## src/rtl/pwm_ctrl.sv

```systemverilog
// PWM controller: register slot, prescaler, phase tracker and per-channel duty registers.
// Define PWM_CTRL_SHADOW_EN to commit duty writes only at period boundaries.
module pwm_ctrl #(
  parameter int W     = 6,
  parameter int PWM_R = 8
) (
  input  logic                 clk,
  input  logic                 rst,
  input  logic                 cs,
  input  logic                 write,
  input  logic                 read,
  input  logic [4:0]           addr,
  input  logic [31:0]          wr_data,
  output logic [31:0]          rd_data,
  output logic                 en_tick,
  output logic [W-1:0]         en,
  output logic [W*PWM_R-1:0]   duty_flat,
  output logic                 period_start
);

  localparam logic [PWM_R-1:0] PH_MAX = '1;
  localparam logic [4:0]       A_DIV  = 5'd0;
  localparam logic [4:0]       A_MASK = 5'd1;
  localparam logic [4:0]       A_STAT = 5'd2;
  localparam int               A_DUTY0 = 8;

  logic [31:0]      div_q, div_d;
  logic [31:0]      cnt_q, cnt_d;
  logic [PWM_R-1:0] phase_q, phase_d;
  logic [W-1:0]     mask_q, mask_d;
  logic             tick_q, tick_d;
  logic             pstart_q, pstart_d;
  logic [PWM_R-1:0] pend_q [W];
  logic [PWM_R-1:0] pend_d [W];
  logic [PWM_R-1:0] act_q  [W];
  logic [PWM_R-1:0] act_d  [W];

  logic wr_en, wr_div, boundary;
  logic unused_ok;

  // Reads are side-effect free, so the strobe carries no information here.
  assign unused_ok = read;

  assign wr_en  = cs & write;
  assign wr_div = wr_en && (addr == A_DIV);
  // A divisor write restarts the timebase, so it also cancels a coincident boundary.
  assign boundary = tick_q && (phase_q == PH_MAX) && !wr_div;

  always_comb begin
    div_d    = div_q;
    mask_d   = mask_q;
    tick_d   = (cnt_q == div_q);
    cnt_d    = (cnt_q == div_q) ? 32'd0 : cnt_q + 32'd1;
    phase_d  = tick_q ? phase_q + PWM_R'(1) : phase_q;
    pstart_d = boundary;
    if (wr_div) begin
      div_d   = wr_data;
      cnt_d   = 32'd0;
      tick_d  = 1'b0;
      phase_d = '0;
    end
    if (wr_en && (addr == A_MASK)) mask_d = wr_data[W-1:0];
    for (int i = 0; i < W; i++) begin
      pend_d[i] = pend_q[i];
      act_d[i]  = act_q[i];
`ifdef PWM_CTRL_SHADOW_EN
      // Commit uses the pre-write pending value; a same-edge write waits a period.
      if (boundary) act_d[i] = pend_q[i];
`endif
      if (wr_en && (int'(addr) == A_DUTY0 + i)) begin
        pend_d[i] = wr_data[PWM_R-1:0];
`ifndef PWM_CTRL_SHADOW_EN
        act_d[i]  = wr_data[PWM_R-1:0];
`endif
      end
    end
  end

  always_ff @(posedge clk or posedge rst) begin
    if (rst) begin
      div_q    <= '0;
      cnt_q    <= '0;
      phase_q  <= '0;
      mask_q   <= '0;
      tick_q   <= 1'b0;
      pstart_q <= 1'b0;
      for (int i = 0; i < W; i++) begin
        pend_q[i] <= '0;
        act_q[i]  <= '0;
      end
    end else begin
      div_q    <= div_d;
      cnt_q    <= cnt_d;
      phase_q  <= phase_d;
      mask_q   <= mask_d;
      tick_q   <= tick_d;
      pstart_q <= pstart_d;
      for (int i = 0; i < W; i++) begin
        pend_q[i] <= pend_d[i];
        act_q[i]  <= act_d[i];
      end
    end
  end

  always_comb begin
    rd_data = '0;
    case (addr)
      A_DIV:   rd_data = div_q;
      A_MASK:  rd_data[W-1:0] = mask_q;
      A_STAT:  rd_data[PWM_R-1:0] = phase_q;
      default: begin
        for (int i = 0; i < W; i++) begin
          if (int'(addr) == A_DUTY0 + i) rd_data[PWM_R-1:0] = pend_q[i];
        end
      end
    endcase
  end

  assign en_tick      = tick_q;
  assign period_start = pstart_q;
  assign en           = mask_q;

  for (genvar g = 0; g < W; g++) begin : g_duty
    assign duty_flat[g*PWM_R +: PWM_R] = act_q[g];
  end

endmodule

```

## config.mk

```make
export PLATFORM = sky130hd
export DESIGN_NAME = pwm_ctrl
export DESIGN_NICKNAME = d
export VERILOG_FILES = /design/src/rtl/pwm_ctrl.sv
export SDC_FILE = /design/constraint.sdc
export NUM_CORES = 1
export LEC_CHECK = 0
export BUFFER_PORTS_ARGS = -buffer_cell sky130_fd_sc_hd__buf_4
export CORE_MARGIN = 3
export CORE_UTILIZATION = 45
export DETAILED_ROUTE_END_ITERATION = 7
export PLACE_DENSITY = 0.76
export SKIP_LAST_GASP = 1
export SLEW_MARGIN = 10
export SYNTH_ARGS = -nofsm -noshare
export SYNTH_HDL_FRONTEND = slang
export SYNTH_SLANG_ARGS = --single-unit
export TNS_END_PERCENT = 50
```

## constraint.sdc

```tcl
create_clock -name clk -period 4.3 [get_ports clk]
set_clock_uncertainty 0.05 [all_clocks]
set_input_delay 0.86 -clock clk [delete_from_list [all_inputs] [get_ports clk]]
set_output_delay 0.86 -clock clk [all_outputs]
set_load 0.05 [all_outputs]
```

==> results of run 1 <==
## routing by layer
layer / up-vias / part of all wire / GRT usage
li1: 2362 / - / -
met1: 2541 / 0.43 / 0.290
met2: 192 / 0.49 / 0.346
met3: 33 / 0.056 / 0.0593
met4: 0 / 0.024 / 0.0906
met5: - / 0 / 0
## critical path, delay by kind of cell
family	cells	cell delay, ps
buffers and inverters	3	770
AOI/OAI and AO/OA	2	380
and+or+nand+nor	2	570
## state kept, by name (all words and copies together), names as in the netlist
name          count
period_start      1
cnt_q            32
en                6
duty_flat        40
phase_q           8
div_q            32
en_tick           1
pend_q            8
## report_power, final
part | switching, mW | internal (mW)
clock | 0.543 | 0.805
combinational | 0.523 | 0.297
sequential | 0.192 | 1.37
total | 1.26 | 2.47
## worst max-delay path by stage
stage | from | endpoint
6_report | addr[0] | rd_data[7]
5_1_grt | addr[0] | rd_data[7]
4_1_cts | addr[0] | rd_data[7]
3_5_place_dp | addr[0] | rd_data[4]
3_3_place_gp | addr[0] | rd_data[4]
2_1_floorplan | addr[0] | rd_data[7]
## placed cells by master (no fill, tap or decap), drive strengths merged
cell type  Yosys  final
buf           20    133
dfrtp        128    128
nand2        116    116
xor2          56     56
mux2          54     54
nor2          49     49
and3          33     33
a21oi         20     20
clkbuf         8     18
nand3         17     17
a22oi         14     14
xnor2         13     13
o21ai         13     13
nand4         11     11
nor4          11     11
clkinv         0     11
nor3           7      7
mux2i          6      6
a22o           6      6
and2           6      6
and4           5      5
inv            5      4
nor2b          3      3
clkinvlp       0      3
ha             2      2
nand2b         2      2
or3b           1      1
nand4bb        1      1
or2            1      1
and3b          1      1
a222oi         1      1
o211a          1      1
o221a          1      1
nand3b         1      1
a211oi         1      1
bufinv         0      1
## cell type report
type	instances	area (um^2)
clock buffer	18	439
clock inverter	14	119
fill	1144	5530
inverter	5	22.5
multi-input combinational	453	3020
sequential	128	3200
tap	176	220
timing repair buffer	133	1010
## stage by stage
step / utilization / hold WS (ps)
2_1_floorplan: - / 419
3_3_place_gp: 0.551 / 437
3_5_place_dp: 0.551 / 452
4_1_cts: 0.592 / 460
5_1_grt: 0.592 / 496
6_report: 0.592 / 459
## cell families after synthesis
family          share of synthesized area
fa+ha+maj                         0.00392
flops                               0.502
buf+inv                            0.0261
simple gates                        0.212
mux                                 0.105
xor+xnor                           0.0946
compound gates                     0.0572
==> flow_metrics.env, run 1 <==
export IMPL_slew_headroom=0.281
export IMPL_initial_core_util=0.471
export IMPL_r2r_start="cnt_q[22]$_DFF_PP0_"
export IMPL_path_common_cell="buf_4"
export IMPL_top_level_ports=130
export IMPL_dp_hpwl_um=12000
export IMPL_drtIter0Drc=309
export IMPL_grt_pass1_vias=5305
export IMPL_period_needed_ps=3500
export IMPL_critPathKind="in2out"
export IMPL_antenna_found_initial=0
export IMPL_syn_avg_cell_area_um2=10.4
export IMPL_vias=5128
export IMPL_hold_path_class="reg2reg"
export IMPL_ys_warn_count=0
export IMPL_setup_viol=0
export IMPL_r2r_slack_ps=1960
export IMPL_grt_pass1_wl_um=27600
export IMPL_end_kind="primary output"
export IMPL_tritoncts="yes"
export IMPL_overflow=0
export IMPL_h_tree_depth=4
export IMPL_core_area_mm2=0.0136
export IMPL_slowest_delay_ps=360
export IMPL_slew_violations=0
export IMPL_cp_start_kind="input port"
export IMPL_cts_buffers=17
export IMPL_vias_per_cell=5.53
export IMPL_fp_dieH_um=125
export IMPL_die_area_mm2=0.0157
export IMPL_cts_buffer_depth=2
export IMPL_cts_setup_buffers=0
export IMPL_fin_nets=782
export IMPL_ys_flop_type="dfrtp_1"
export IMPL_p_leak_nw=4.26
export IMPL_area_delta_synth_final_pct=25.8
export IMPL_clk_latency_ps=420
export IMPL_netlist_instances=614
export IMPL_final_hold_violation_count=0
export IMPL_yosysTopAreaCell="dfrtp_1"
export IMPL_whs_endpoint="cnt_q[0]$_DFF_PP0_"
export IMPL_yosysMostFrequentCell="dfrtp_1"
export IMPL_fin_cells=927
export IMPL_first_pass_iters=5
export IMPL_fin_ws_ps=803
export IMPL_antennaDiodeCount=0
export IMPL_rsz0062_at_grt="false"
export IMPL_hold_depth=1
export IMPL_syn_nets=658
export IMPL_wl_per_cell_um=18.2
export IMPL_cp_arrival_ps=2590
export IMPL_clk_pin_slew_ps=60
export IMPL_tns_ps=0
export IMPL_antenna_left=0
export IMPL_holdCritStartpoint="cnt_q[0]$_DFF_PP0_"
export IMPL_drc=0
export IMPL_power_total_mw=3.73
export IMPL_regToRegEndpoint="cnt_q[25]$_DFF_PP0_"
export IMPL_timing_final_crit_share=0.813
export IMPL_placed_cell_area_mm2=0.00747
export IMPL_rows=42
export IMPL_ys_seq_elements=128
export IMPL_synth_top_area_frac=0.502
export IMPL_reg2reg_depth=6
export IMPL_wl_um=16900
export IMPL_cts_resized=0
export IMPL_cp_slowest_cell="and2_1"
export IMPL_ir_drop_mv=0.331
export IMPL_synth_edf_count=0
export IMPL_status="finished, final reports clean"
export IMPL_grt_total_usage=0.220
export IMPL_crit_chain="buf_4, nor2_1, buf_4, and2_1, a22oi_1, o21ai_0, buf_4"
export IMPL_cts_sinks=128
export IMPL_fmax_ghz=0.286
export IMPL_fin_area_mm2=0.00803
export IMPL_io_buffers=128
export IMPL_netlist_area_mm2=0.00639
export IMPL_grt_max_degree=81
export IMPL_yosysUniqueCellTypes=48
export IMPL_dp_slack_ps=833
export IMPL_hold_buffers=0
export IMPL_power_density_mw_per_mm2=464
export IMPL_required_ps=3390
export IMPL_async_flop_share=1.00
export IMPL_root_buffer="clkbuf_16"
export IMPL_synth_area_top_cells="dfrtp_1 (50%), mux2_2 (9.5%), xor2_1 (7.7%), nand2_1 (6.7%), and3_1 (3.1%)"
export IMPL_seq_area_frac_synth=0.502
export IMPL_dp_cells=895
export IMPL_die_width_um=125
export IMPL_gp_congestion=0.854
export IMPL_cap_viol_max_count=0
export IMPL_worst_pin_slew_ps=1080
export IMPL_synth_commonest_cells="dfrtp_1 (128), nand2_1 (114), xor2_1 (56)"
export IMPL_worst_path_max_fanout=26
export IMPL_drive_gt1_frac=0.320
No activity file was read; power rests on OpenSTA's default activity.
==> inputs of run 2 (changes only) <==
- ABC_AREA: unset -> 1
- clock period: 4.3 -> 2.95 ns (I/O delays scaled with it)
==> run 2 against run 1 <==
Final cell count increased by 27%. Combinational power grew 56%. Die area is 3.6% higher. Sequential share of layout area is 1.2 points lower. Global-route usage increased by 0.78 points. Via count rose by 16%. Hold slack lost 150 ps. Largest power group unchanged. Routed wire length is 4.5% higher. Clock power rose by 41%. Sequential cell count is the same.
==> flow_metrics.env, run 2 <==
export IMPL_most_common_layout_cells="nand2_1 (255), buf_4 (134), dfrtp_1 (128), nor2_1 (118), inv_1 (85)"
export IMPL_netlist_area_mm2=0.00663
export IMPL_top_level_ports=130
export IMPL_wl_per_cell_um=14.9
export IMPL_synth_top_area_frac=0.483
export IMPL_tns_ps=0
export IMPL_root_buffer="clkbuf_16"
export IMPL_yosysMostFrequentCell="nand2_1"
export IMPL_hold_slack_ps=313
export IMPL_r2r_start="cnt_q[0]$_DFF_PP0_"
export IMPL_ys_flop_type="dfrtp_1"
export IMPL_dp_hpwl_um=13100
export IMPL_hold_path_class="in2async"
export IMPL_clk_latency_ps=420
export IMPL_final_hold_violation_count=0
export IMPL_die_area_mm2=0.0162
export IMPL_grt_max_degree=129
export IMPL_io_buffers=128
export IMPL_yosysUniqueCellTypes=32
export IMPL_syn_nets=898
export IMPL_core_area_mm2=0.0141
export IMPL_cap_viol_max_count=0
export IMPL_die_width_um=127
export IMPL_grt_pass1_wl_um=29100
export IMPL_synth_compound_area_frac=0.0847
export IMPL_timing_final_crit_share=0.860
export IMPL_path_common_cell="buf_4"
export IMPL_cts_resized=0
export IMPL_crit_chain="buf_4, nor2_2, nand3_2, buf_4, o22ai_1, inv_1, nand4_1, buf_4"
export IMPL_vias_per_cell=5.06
export IMPL_cts_sinks=128
export IMPL_ir_drop_mv=0.447
export IMPL_fmax_ghz=0.394
export IMPL_synth_fa_ha_area_frac=0.00377
export IMPL_antennaDiodeCount=0
export IMPL_synth_commonest_cells="nand2_1 (255), dfrtp_1 (128), nor2_1 (118)"
export IMPL_r2r_slack_ps=1130
export IMPL_setup_viol=0
export IMPL_async_flop_share=1.00
export IMPL_worst_path_max_fanout=15
export IMPL_vias=5961
export IMPL_first_pass_iters=5
export IMPL_wl_um=17600
export IMPL_grt_pass1_vias=5889
export IMPL_required_ps=2310
export IMPL_synth_edf_count=0
export IMPL_dp_cells=1147
export IMPL_period_needed_ps=2540
export IMPL_end_kind="primary output"
export IMPL_status="finished, final reports clean"
export IMPL_hold_buffers=0
export IMPL_syn_avg_cell_area_um2=7.76
export IMPL_clk_pin_slew_ps=60
export IMPL_slowest_delay_ps=240
export IMPL_cts_buffer_depth=2
export IMPL_rsz0062_at_grt="false"
export IMPL_fp_dieH_um=127
export IMPL_synth_top_family_by_area="simple AND/OR/NAND/NOR gates"
export IMPL_worst_pin_slew_ps=674
export IMPL_grt_total_usage=0.228
export IMPL_initial_core_util=0.469
export IMPL_area_delta_synth_final_pct=25.0
export IMPL_antenna_found_initial=0
export IMPL_fin_nets=1030
export IMPL_tritoncts="yes"
export IMPL_rows=43
export IMPL_cts_setup_buffers=0
export IMPL_largest_reg_flops=40
export IMPL_layout_commonest_cell="nand2_1"
export IMPL_synthXorXnorAreaFrac=0.0581
export IMPL_cp_endpoint="rd_data[7]"
export IMPL_cp_slowest_cell="buf_4"
export IMPL_gp_congestion=0.847
export IMPL_synth_mux_area_frac=0
export IMPL_ys_seq_elements=128
export IMPL_synth_area_top_cells="dfrtp_1 (48%), nand2_1 (14%), nor2_1 (6.7%), inv_1 (4.9%), xnor2_1 (4.2%)"
export IMPL_drc=0
export IMPL_cts_buffers=17
export IMPL_slew_violations=0
export IMPL_h_tree_depth=4
export IMPL_power_density_mw_per_mm2=657
export IMPL_slew_headroom=0.551
export IMPL_overflow=0
export IMPL_reg2reg_depth=10
export IMPL_yosysTopAreaCell="dfrtp_1"
export IMPL_netlist_instances=854
export IMPL_crit_path_start="addr[0]"
export IMPL_ys_warn_count=0
export IMPL_regToRegEndpoint="cnt_q[28]$_DFF_PP0_"
export IMPL_antenna_left=0
export IMPL_fin_cells=1179
export IMPL_cp_start_kind="input port"
export IMPL_p_leak_nw=3.99
export IMPL_drive_gt1_frac=0.205
export IMPL_cp_arrival_ps=1900
export IMPL_critPathKind="in2out"
export IMPL_drtIter0Drc=468
export IMPL_synthSimpleGateAreaFrac=0.297
export IMPL_seq_area_frac_synth=0.483
==> run 2: kinds of logic (layout without fill, tap and decap cells) <==
logic type / after synthesis / in the layout
buf+inv: 115 / 260
simple gates: 455 / 455
compound gates: 110 / 110
flops: 128 / 128
fa+ha+maj: 2 / 2
xor+xnor: 44 / 44
==> run 2: worst min-delay path by stage <==
stage | startpoint | end | slack, ps | depth (start not counted)
2_1_floorplan | phase_q[3]$_DFFE_PP0P_ | phase_q[3]$_DFFE_PP0P_ | 430 | 1
3_3_place_gp | phase_q[3]$_DFFE_PP0P_ | phase_q[3]$_DFFE_PP0P_ | 450 | 1
3_5_place_dp | en[4]$_DFFE_PP0P_ | en[4]$_DFFE_PP0P_ | 460 | 2
4_1_cts | wr_data[11] | div_q[11]$_DFFE_PP0P_ | 310 | 3
5_1_grt | wr_data[19] | div_q[19]$_DFFE_PP0P_ | 320 | 3
6_report | rst | div_q[8]$_DFFE_PP0P_ | 310 | 3
==> run 2: critical path, delay by kind of cell <==
kind	cells	cell delay (ps)
buffers and inverters	4	660
AOI/OAI and AO/OA	1	180
and+or+nand+nor	3	460
==> run 2: power breakdown <==
part	total (mW)	switching, mW	internal (mW)
logic	1.28	0.848	0.434
registers	2.25	0.246	2.00
clock network	1.91	0.826	1.08
==> run 2: layout make-up <==
type	instances	area (um^2)
clock buffer	18	429
clock inverter	14	110
fill	1292	5860
inverter	93	354
multi-input combinational	611	2940
sequential	128	3200
tap	180	225
timing repair buffer	135	1030
==> run 2: metal layers <==
metal  part of all wire  GRT usage
met5                  0          0
met4              0.018     0.0751
met3              0.079     0.0715
met2               0.46      0.357
met1               0.44      0.302
==> run 2: per-stage QoR <==
step,instance area [um^2],power [mW],util,setup slack (ps)
detailed placement,7750,3.56,0.548,427
global route,8290,5.71,0.586,245
finish,8290,5.44,0.586,413
CTS,8290,5.47,0.586,426
floorplan,6630,3.14,-,379
global placement,7750,3.52,0.548,445
